`src/rtl/inst_loader_if.sv`:
```
// Byte stream from the host and write port into the instruction memory.
// The loader sits on the slave side; the host/memory pair drives the master side.
interface inst_loader_if #(
    parameter int ADDR_W  = 8,
    parameter int INSTR_W = 9
) ();
    logic [7:0]         byte_in;
    logic               byte_valid;
    logic               byte_ready;
    logic               wr_en;
    logic [ADDR_W-1:0]  wr_addr;
    logic [INSTR_W-1:0] wr_data;

    modport master (
        output byte_in, byte_valid,
        input  byte_ready, wr_en, wr_addr, wr_data
    );

    modport slave (
        input  byte_in, byte_valid,
        output byte_ready, wr_en, wr_addr, wr_data
    );
endinterface

```
`src/rtl/inst_loader.sv`:
```
// Instruction-memory loader: takes a length byte followed by low/high byte
// pairs from the host, writes 9-bit instructions from address 0 upward and
// pulses start/load_done once the last instruction has landed.
module inst_loader #(
    parameter int ADDR_W  = 8,
    parameter int INSTR_W = 9
) (
    input  logic              Clk,
    input  logic              Reset,
    input  logic              load_en,
    input  logic              abort,
    inst_loader_if.slave      bus,
    output logic              busy,
    output logic              load_done,
    output logic              start,
    output logic              error,
    output logic [ADDR_W:0]   count
);

    // WR is the write cycle after a good HI byte; no byte is taken while in it.
    typedef enum logic [2:0] {
        IDLE = 3'd0,
        LEN  = 3'd1,
        LO   = 3'd2,
        HI   = 3'd3,
        WR   = 3'd4,
        FIN  = 3'd5,
        ERR  = 3'd6
    } state_t;

    localparam logic [ADDR_W:0]   CNT_ONE  = {{ADDR_W{1'b0}}, 1'b1};
    localparam logic [ADDR_W:0]   LEN_FULL = {1'b1, {ADDR_W{1'b0}}};
    localparam logic [ADDR_W-1:0] ADDR_ONE = {{(ADDR_W-1){1'b0}}, 1'b1};

    state_t             state_reg;
    logic [ADDR_W:0]    len_reg;
    logic [ADDR_W:0]    count_reg;
    logic [ADDR_W:0]    count_next;
    logic [ADDR_W-1:0]  addr_reg;
    logic [7:0]         lo_reg;
    logic               wr_en_reg;
    logic [INSTR_W-1:0] wr_data_reg;
    logic               done_reg;
    logic               start_reg;
    logic               error_reg;
    logic               take_byte;

    // A byte is consumed only in the three receiving states, and never when abort wins.
    assign take_byte  = bus.byte_valid && bus.byte_ready && !abort;
    assign count_next = count_reg + CNT_ONE;

    // Session sequencer: state, index/count bookkeeping and all registered strobes.
    always_ff @(posedge Clk) begin
        if (!Reset) begin
            state_reg   <= IDLE;
            len_reg     <= '0;
            count_reg   <= '0;
            addr_reg    <= '0;
            lo_reg      <= '0;
            wr_en_reg   <= 1'b0;
            wr_data_reg <= '0;
            done_reg    <= 1'b0;
            start_reg   <= 1'b0;
            error_reg   <= 1'b0;
        end else begin
            wr_en_reg <= 1'b0;
            done_reg  <= 1'b0;
            start_reg <= 1'b0;
            case (state_reg)
                IDLE, ERR: begin
                    if (load_en) begin
                        count_reg <= '0;
                        addr_reg  <= '0;
                        error_reg <= 1'b0;
                        state_reg <= LEN;
                    end
                end
                LEN: begin
                    if (abort) begin
                        state_reg <= IDLE;
                    end else if (take_byte) begin
                        // A zero length byte stands for a full 256-entry image.
                        len_reg   <= (bus.byte_in == 8'd0) ? LEN_FULL
                                                           : (ADDR_W+1)'(bus.byte_in);
                        state_reg <= LO;
                    end
                end
                LO: begin
                    if (abort) begin
                        state_reg <= IDLE;
                    end else if (take_byte) begin
                        lo_reg    <= bus.byte_in;
                        state_reg <= HI;
                    end
                end
                HI: begin
                    if (abort) begin
                        state_reg <= IDLE;
                    end else if (take_byte) begin
                        if (bus.byte_in[7:1] != 7'd0) begin
                            error_reg <= 1'b1;
                            state_reg <= ERR;
                        end else begin
                            wr_en_reg   <= 1'b1;
                            wr_data_reg <= INSTR_W'({bus.byte_in[0], lo_reg});
                            state_reg   <= WR;
                        end
                    end
                end
                WR: begin
                    // The write strobe is on the bus this cycle; advance past it.
                    count_reg <= count_next;
                    addr_reg  <= addr_reg + ADDR_ONE;
                    if (count_next == len_reg) begin
                        done_reg  <= 1'b1;
                        start_reg <= 1'b1;
                        state_reg <= FIN;
                    end else begin
                        state_reg <= LO;
                    end
                end
                FIN: begin
                    state_reg <= IDLE;
                end
                default: begin
                    state_reg <= IDLE;
                end
            endcase
        end
    end

    assign bus.byte_ready = (state_reg == LEN) || (state_reg == LO) || (state_reg == HI);
    assign bus.wr_en      = wr_en_reg;
    assign bus.wr_addr    = addr_reg;
    assign bus.wr_data    = wr_data_reg;
    assign busy           = (state_reg != IDLE) && (state_reg != ERR);
    assign load_done      = done_reg;
    assign start          = start_reg;
    assign error          = error_reg;
    assign count          = count_reg;

endmodule

```
`src/flat_wrapper.sv`:
```
// flat-port wrapper written by rule: the top's interface ports become plain ports
module inst_loader_flat 
#(
    parameter int ADDR_W  = 8,
    parameter int INSTR_W = 9
)
  (Clk, Reset, load_en, abort, busy, load_done, start, error, count, bus_byte_in, bus_byte_valid, bus_byte_ready, bus_wr_en, bus_wr_addr, bus_wr_data);
  inst_loader_if #(.ADDR_W(ADDR_W), .INSTR_W(INSTR_W)) bus_i ();
  input  logic Clk;
  input  logic Reset;
  input  logic load_en;
  input  logic abort;
  output logic busy;
  output logic load_done;
  output logic start;
  output logic error;
  output logic [ADDR_W:0] count;
  input wire logic [$bits(bus_i.byte_in)-1:0] bus_byte_in;
  input wire logic [$bits(bus_i.byte_valid)-1:0] bus_byte_valid;
  output wire logic [$bits(bus_i.byte_ready)-1:0] bus_byte_ready;
  output wire logic [$bits(bus_i.wr_en)-1:0] bus_wr_en;
  output wire logic [$bits(bus_i.wr_addr)-1:0] bus_wr_addr;
  output wire logic [$bits(bus_i.wr_data)-1:0] bus_wr_data;
  assign bus_i.byte_in = bus_byte_in;
  assign bus_i.byte_valid = bus_byte_valid;
  assign bus_byte_ready = bus_i.byte_ready;
  assign bus_wr_en = bus_i.wr_en;
  assign bus_wr_addr = bus_i.wr_addr;
  assign bus_wr_data = bus_i.wr_data;
  inst_loader #(.ADDR_W(ADDR_W), .INSTR_W(INSTR_W)) u_core (.Clk(Clk), .Reset(Reset), .load_en(load_en), .abort(abort), .bus(bus_i), .busy(busy), .load_done(load_done), .start(start), .error(error), .count(count));
endmodule
```
`config.mk`:
```
export PLATFORM = sky130hd
export DESIGN_NAME = inst_loader_flat
export DESIGN_NICKNAME = d
export VERILOG_FILES = /design/src/rtl/inst_loader_if.sv /design/src/rtl/inst_loader.sv /design/src/flat_wrapper.sv
export SDC_FILE = /design/constraint.sdc
export NUM_CORES = 1
export LEC_CHECK = 0
export ABC_AREA = 1
export ABC_CLOCK_PERIOD_IN_PS = 4100
export CAP_MARGIN = 0
export CORE_ASPECT_RATIO = 1.75
export CORE_MARGIN = 5
export CORE_UTILIZATION = 55
export DETAILED_ROUTE_END_ITERATION = 7
export HOLD_SLACK_MARGIN = 0.08
export PLACE_DENSITY = 0.9
export SLEW_MARGIN = 20
export SYNTH_ARGS = -nofsm -noshare
export SYNTH_HDL_FRONTEND = slang
export SYNTH_SLANG_ARGS = --single-unit
```
`constraint.sdc`:
```
create_clock -name Clk -period 4.1 [get_ports Clk]
set_input_delay 0.41 -clock Clk [delete_from_list [all_inputs] [get_ports Clk]]
set_output_delay 0.41 -clock Clk [all_outputs]
set_load 0.005 [all_outputs]
```
==> results.py, run 1 <==
metrics = {
    "timing": {
        "rsz0062_at_grt": "false",
        "final_period_minus_worst_setup_slack_ns": 2.22,
        "worst_pin_slew_ns": 0.782,
        "maxSlewViolCount": 0,
        "setup_tns_ns": 0,
        "maxClockFrequency_ghz": 0.451,
        "finalCritPeriodShare_pct": 54.1,
        "timing.max_slew.rel_slack_pct": 47.7,
        "report.final.hold_viol_count": 0,
        "timing.final.setup_violations": 0,
        "setup_skew_ns": 0.00589,
    },
    "worst_setup_path": {
        "required_ns": 4.29,
        "timing.reg2reg.worst_path_depth": 11,
        "critical_path.max_fanout": 27,
        "setup.worst_path.start_class": "input port",
        "timing_worst_setup_path_type": "in2reg",
        "setup.worst_path.end_class": "register",
        "worstPathArrival_ns": 2.41,
    },
    "synth": {
        "synth.top_cells.by_count": "sky130_fd_sc_hd__nand2_1 (79), sky130_fd_sc_hd__dfxtp_1 (49), sky130_fd_sc_hd__a21oi_1 (38), sky130_fd_sc_hd__inv_1 (38), sky130_fd_sc_hd__nor2_1 (27)",
        "synth_largest_type_area_fraction_pct": 42.3,
        "synthSimpleGateAreaFrac_pct": 29.1,
        "synthArstFlopShare_pct": 0,
        "postSynthCellCount": 333,
        "ys.warnings.count": 0,
        "avgSynthCellArea_um2": 6.97,
        "synthDominantAreaCellType": "sky130_fd_sc_hd__dfxtp_1",
        "dominantRegCellSynth": "sky130_fd_sc_hd__dfxtp_1",
        "yosys-top-cells-area": "sky130_fd_sc_hd__dfxtp_1 (42%), sky130_fd_sc_hd__nand2_1 (13%), sky130_fd_sc_hd__a21oi_1 (8.2%)",
        "seq_area_frac_synth_pct": 42.3,
        "post_synth_fa_ha_maj_area_fraction_pct": 1.08,
        "synth_top_family_by_area": "simple AND/OR/NAND/NOR gates",
        "synth_enable_flop_cells": 0,
        "post-synth-top-count-cell": "sky130_fd_sc_hd__nand2_1",
        "yosys_register_bits": 49,
        "muxShareOfSynthArea_pct": 0,
        "synth-xor-area-share_pct": 1.13,
        "mappedNetlistArea_um2": 2320,
        "post_synthesis_compound_gate_area_fraction_pct": 17.2,
        "syn-num-nets": 348,
        "synth_cell_types": 31,
    },
    "cts": {
        "ctsRootBufferMaster": "sky130_fd_sc_hd__clkbuf_8",
        "cts-resized-gates": 0,
        "tritoncts_num_sinks": 49,
        "clock_tree_from_tritoncts": "done",
        "clock_insertion_delay_worst_skew_ns": 0.31,
        "number_of_hold_buffers_added_after_cts": 0,
        "number_of_buffers_inserted_by_post_cts_setup_repair": 0,
        "clkSlewWorstSetupHoldPaths_ns": 0.09,
        "cts-buffers-inserted": 5,
        "htreeDepth": 2,
        "deepest_clock_path_buffer_count": 2,
    },
    "final_layout": {
        "nNetsFinal": 389,
        "stdcell_count": 424,
        "filler_cell_count": 349,
        "areaGrowthSynthToFinish_pct": 23.5,
        "layout-drive-gt1-share_pct": 7.73,
        "antenna_cells": 0,
    },
    "global_route": {
        "first_global_vias": 2131,
        "grt_overflow_total": 0,
        "grt_start_max_net_pins": 28,
        "grt_antenna_before_repair": 0,
        "grt_first_pass_wirelength_um": 9100,
        "track_usage_pct": 20.5,
    },
    "routing": {
        "drc": 0,
        "viasPerCell": 5.42,
        "detailedRoute.firstPassIterationCount": 4,
        "drt-total-wl_um": 5370,
        "avgRoutedWirePerCell_um": 12.7,
        "via_total_after_detailed_routing": 2298,
        "final_antenna_net_count": 0,
        "detail_route.iter0.violations": 79,
    },
    "power": {
        "power_uw": 883,
        "power.ir.vdd_worst_mv": 0.310,
        "p_per_area_nw_per_um2": 308,
        "p_leak_nw": 1.07,
    },
    "worst_hold_path": {
        "min_path_type": "reg2reg",
        "min_delay_path_depth": 2,
    },
    "place": {
        "dp_hpwl_um": 3880,
        "routabilityCongestion": 0.923,
        "place.detailed.instances": 416,
        "buffer_ports.inserted": 44,
    },
    "die": {
        "top_level_ports": 45,
        "core_area_um2": 4110,
        "start_util_pct": 56.4,
        "design.die.area_um2": 5670,
        "die_h_um": 95.9,
        "floorplan.rows": 31,
        "die_w_um": 59.1,
    },
    "status": {
        "status": "finished, final reports clean",
    },
    "job": {
        "maxCapViolCount": 0,
    },
}
report_power, final:
part / switching (mW) / internal, mW / total (mW)
sequential: 0.00536 / 0.482 / 0.487
combinational: 0.0573 / 0.0392 / 0.0965
clock: 0.162 / 0.137 / 0.299
total: 0.225 / 0.658 / 0.883
path summary, 6_finish.rpt:
check	from	end	slack [ns]
hold reg to reg	u_core.lo_reg[2]	u_core.lo_reg[2]	0.46
hold / removal	u_core.lo_reg[2]	u_core.lo_reg[2]	0.46
setup reg to reg	u_core.count[0]	u_core.state_reg[2]	2.14
setup / recovery	Reset	u_core.bus.wr_addr[5]	1.88
metal layers:
layer | part of all wire, % | global-route usage (%) | up-vias
met4 | 2.7 | 9.26 | 0
met1 | 40 | 22.9 | 1054
li1 | - | - | 1166
met2 | 53 | 35.9 | 62
met5 | 0 | 0 | -
met3 | 4.4 | 4.83 | 16
critical path: stages:
cell and delay [ns]:
sky130_fd_sc_hd__clkdlybuf4s50_1 0.98, sky130_fd_sc_hd__inv_1 0.56, sky130_fd_sc_hd__a2111oi_0 0.46
final cells by class:
type                       instances  area [um2]  area share (%)
multi-input combinational        232        1130            39.3
sequential                        49         981            34.3
timing repair buffer              44         440            15.4
inverter                          42         159            5.55
clock buffer                       6        82.6            2.88
tap                               49        61.3            2.14
clock inverter                     2        13.8           0.481
cells by family after synthesis:
group	count (synthesis)
AOI/OAI and AO/OA	75
and+or+nand+nor	152
adders and majority gates	2
DFF	49
buffers and inverters	52
xor gates and xnor gates	3
through the flow:
step	instance area, um2	worst slack [ns]	util [%]	hold slack, ns
final	2860	1.88	69.7	0.457
after detailed placement	2770	1.56	67.3	0.446
after CTS	2860	1.90	69.7	0.461
after global routing	2860	1.72	69.7	0.486
after global placement	2770	1.62	67.3	0.442
after floorplan	2320	2.48	-	0.429
cell usage in the layout, fill, tap and decap left out, drive strengths merged:
cell and count:
a31oi 1, nand3 28, a2111oi 1, clkinv 3, dfxtp 49, xor2 1
and3 1, nor2 35, clkdlybuf4s50 44, nand4 2, nand2 81, a21oi 41
nor3b 1, inv 41, nor4 2, o21ai 30, ha 2, a221oi 2
nor3 2, xnor2 2, clkbuf 6
Power figures use the tool's default switching activity.
==> run 2: changes to the inputs <==
- ABC_CLOCK_PERIOD_IN_PS: 4100 -> 1900
- CORE_UTILIZATION: 55 -> 46
- PLACE_DENSITY: 0.9 -> 0.81
- clock period: 4.1 -> 1.9 ns (I/O delays scaled with it)
==> results.py, run 2 (synthesized netlist as in run 1, its figures left out) <==
metrics = {
    "timing": {
        "rsz0062_at_grt": "false",
        "worst_pin_slew_ns": 0.425,
        "setup_tns_ns": 0,
        "report.final.hold_viol_count": 0,
        "finalWorstSetupSlack_ns": 0.184,
        "timing.max_slew.rel_slack_pct": 71.6,
        "timing.final.setup_violations": 0,
        "setup_skew_ns": 0.0161,
        "finalCritPeriodShare_pct": 90.3,
        "final_period_minus_worst_setup_slack_ns": 1.72,
        "maxClockFrequency_ghz": 0.583,
        "maxSlewViolCount": 0,
    },
    "worst_setup_path": {
        "timing.reg2reg.setup_slack_ns": 0.18,
        "timing.reg2reg.worst_path_depth": 11,
        "critical_path.cell_chain": "ha_1 > nand3_1 > o21ai_1 > nand2_1 > nand2_1 > nand2_1 > nor2_2 > nand4_2 > nand2_1 > nand2_1 > a21oi_2",
        "setup.worst_path.end_class": "register",
        "timing_worst_setup_path_type": "reg2reg",
        "critical_path.max_fanout": 4,
        "cp_slowest_cell": "sky130_fd_sc_hd__dfxtp_1",
        "worst-path-buf-inv": 0,
        "worst_r2r_startpoint": "u_core.count[1]",
        "critPathMostFrequentCell": "sky130_fd_sc_hd__nand2_1",
        "critical_path.top_delay_family": "simple AND/OR/NAND/NOR gates",
        "slowest_delay_ns": 0.39,
        "r2r_end": "u_core.state_reg[0]",
        "worstPathArrival_ns": 1.96,
        "setup.worst_path.start_class": "register",
        "required_ns": 2.14,
    },
    "routing": {
        "viasPerCell": 5.21,
        "detailedRoute.firstPassIterationCount": 4,
        "avgRoutedWirePerCell_um": 12.6,
        "drc": 0,
        "drt-total-wl_um": 5490,
        "detail_route.iter0.violations": 36,
        "via_total_after_detailed_routing": 2277,
        "final_antenna_net_count": 0,
    },
    "place": {
        "buffer_ports.inserted": 44,
        "detailedPlace.worstSlack_ns": 0.124,
        "routabilityCongestion": 0.852,
        "dpl_cell_area_um2": 2830,
        "dp_hpwl_um": 4300,
    },
    "final_layout": {
        "most_frequent_cells_in_the_layout": "sky130_fd_sc_hd__nand2_1 (79), sky130_fd_sc_hd__dfxtp_1 (47), sky130_fd_sc_hd__clkdlybuf4s50_1 (43)",
        "areaGrowthSynthToFinish_pct": 26.8,
        "layout.cell_area.non_filler_um2": 2940,
        "antenna_cells": 0,
        "nNetsFinal": 397,
        "layout-drive-gt1-share_pct": 10.2,
        "final_common_cell": "sky130_fd_sc_hd__nand2_1",
    },
    "die": {
        "top_level_ports": 45,
        "start_util_pct": 47.0,
        "core_area_um2": 4930,
        "die_h_um": 104,
        "floorplan.rows": 34,
        "die_w_um": 63.7,
        "design.die.area_um2": 6620,
    },
    "cts": {
        "number_of_hold_buffers_added_after_cts": 0,
        "clock_tree_from_tritoncts": "done",
        "clkSlewWorstSetupHoldPaths_ns": 0.10,
        "deepest_clock_path_buffer_count": 2,
        "clock_insertion_delay_worst_skew_ns": 0.31,
        "cts-buffers-inserted": 5,
        "tritoncts_num_sinks": 49,
        "ctsRootBufferMaster": "sky130_fd_sc_hd__clkbuf_8",
        "htreeDepth": 2,
    },
    "power": {
        "power_mw": 1.95,
        "power.ir.vdd_worst_mv": 0.580,
        "p_per_area_nw_per_um2": 662,
        "p_leak_nw": 1.12,
    },
    "global_route": {
        "grt_overflow_total": 0,
        "track_usage_pct": 17.3,
        "grt_start_max_net_pins": 25,
        "grt_antenna_before_repair": 0,
        "grt_first_pass_wirelength_um": 9560,
        "first_global_vias": 2198,
    },
    "worst_hold_path": {
        "holdPathEnd": "u_core.bus.wr_data[0]",
        "worst_hold_startpoint": "u_core.lo_reg[0]",
        "min_delay_path_depth": 2,
        "min_path_type": "reg2reg",
    },
    "job": {
        "maxCapViolCount": 0,
    },
    "status": {
        "status": "finished, final reports clean",
    },
}
run 2: what timing repair did:
action,in CTS,in global routing
resized for setup,1,3
setup endpoints to repair,1,1
pin swaps,0,1
buffers inserted,0,1
run 2: worst max path at each step:
| stage | startpoint | end | slack [ns] | depth (start not counted) |
|---|---|---|---|---|
| global route | u_core.count[1] | u_core.state_reg[0] | 0.009 | 11 |
| CTS | u_core.state_reg[0] | busy | 0.009 | 6 |
| finish | u_core.count[1] | u_core.state_reg[0] | 0.18 | 11 |
| floorplan | u_core.count[0] | u_core.state_reg[1] | 0.28 | 12 |
| global placement | abort | u_core.lo_reg[3] | 0.22 | 5 |
| detailed placement | abort | u_core.len_reg[2] | 0.12 | 5 |
run 2: routing by layer:
| metal | vias up | part of all wire [%] | wire (um) | global-route usage (%) |
|---|---|---|---|---|
| met3 | 15 | 3.2 | 177 | 3.24 |
| li1 | 1183 | - | - | - |
| met5 | - | 0 | 0 | 0 |
| met2 | 37 | 55 | 3010 | 30.9 |
| met4 | 0 | 3.3 | 182 | 9.36 |
| met1 | 1042 | 39 | 2120 | 18.5 |
run 2: per-stage QoR:
step	utilization [%]	hold WS [ns]	instances
6_report	59.6	0.453	437
5_1_grt	59.6	0.480	437
4_1_cts	59.3	0.453	436
3_5_place_dp	57.3	0.446	428
3_3_place_gp	57.3	0.440	428
2_1_floorplan	-	0.293	333
run 2: worst reg2reg max path, stage by stage (launching register included):
cell	delay, ns
sky130_fd_sc_hd__dfxtp_1	0.39
sky130_fd_sc_hd__ha_1	0.22
sky130_fd_sc_hd__nand3_1	0.14
sky130_fd_sc_hd__o21ai_1	0.19
sky130_fd_sc_hd__nand2_1	0.09
sky130_fd_sc_hd__nand2_1	0.06
sky130_fd_sc_hd__nand2_1	0.05
sky130_fd_sc_hd__nor2_2	0.12
sky130_fd_sc_hd__nand4_2	0.13
sky130_fd_sc_hd__nand2_1	0.08
sky130_fd_sc_hd__nand2_1	0.06
sky130_fd_sc_hd__a21oi_2	0.11
run 2: where the power goes:
| part | switching, mW | internal, mW | total (mW) |
|---|---|---|---|
| Clock | 0.358 | 0.300 | 0.658 |
| Sequential | 0.0117 | 1.04 | 1.05 |
| Combinational | 0.132 | 0.104 | 0.236 |
run 2: layout make-up:
class                      instances  area, um2
sequential                        49        986
inverter                          42        159
timing repair buffer              52        503
fill                             454       1990
multi-input combinational        232       1130
tap                               54       67.6
clock buffer                       6       82.6
clock inverter                     2       16.3
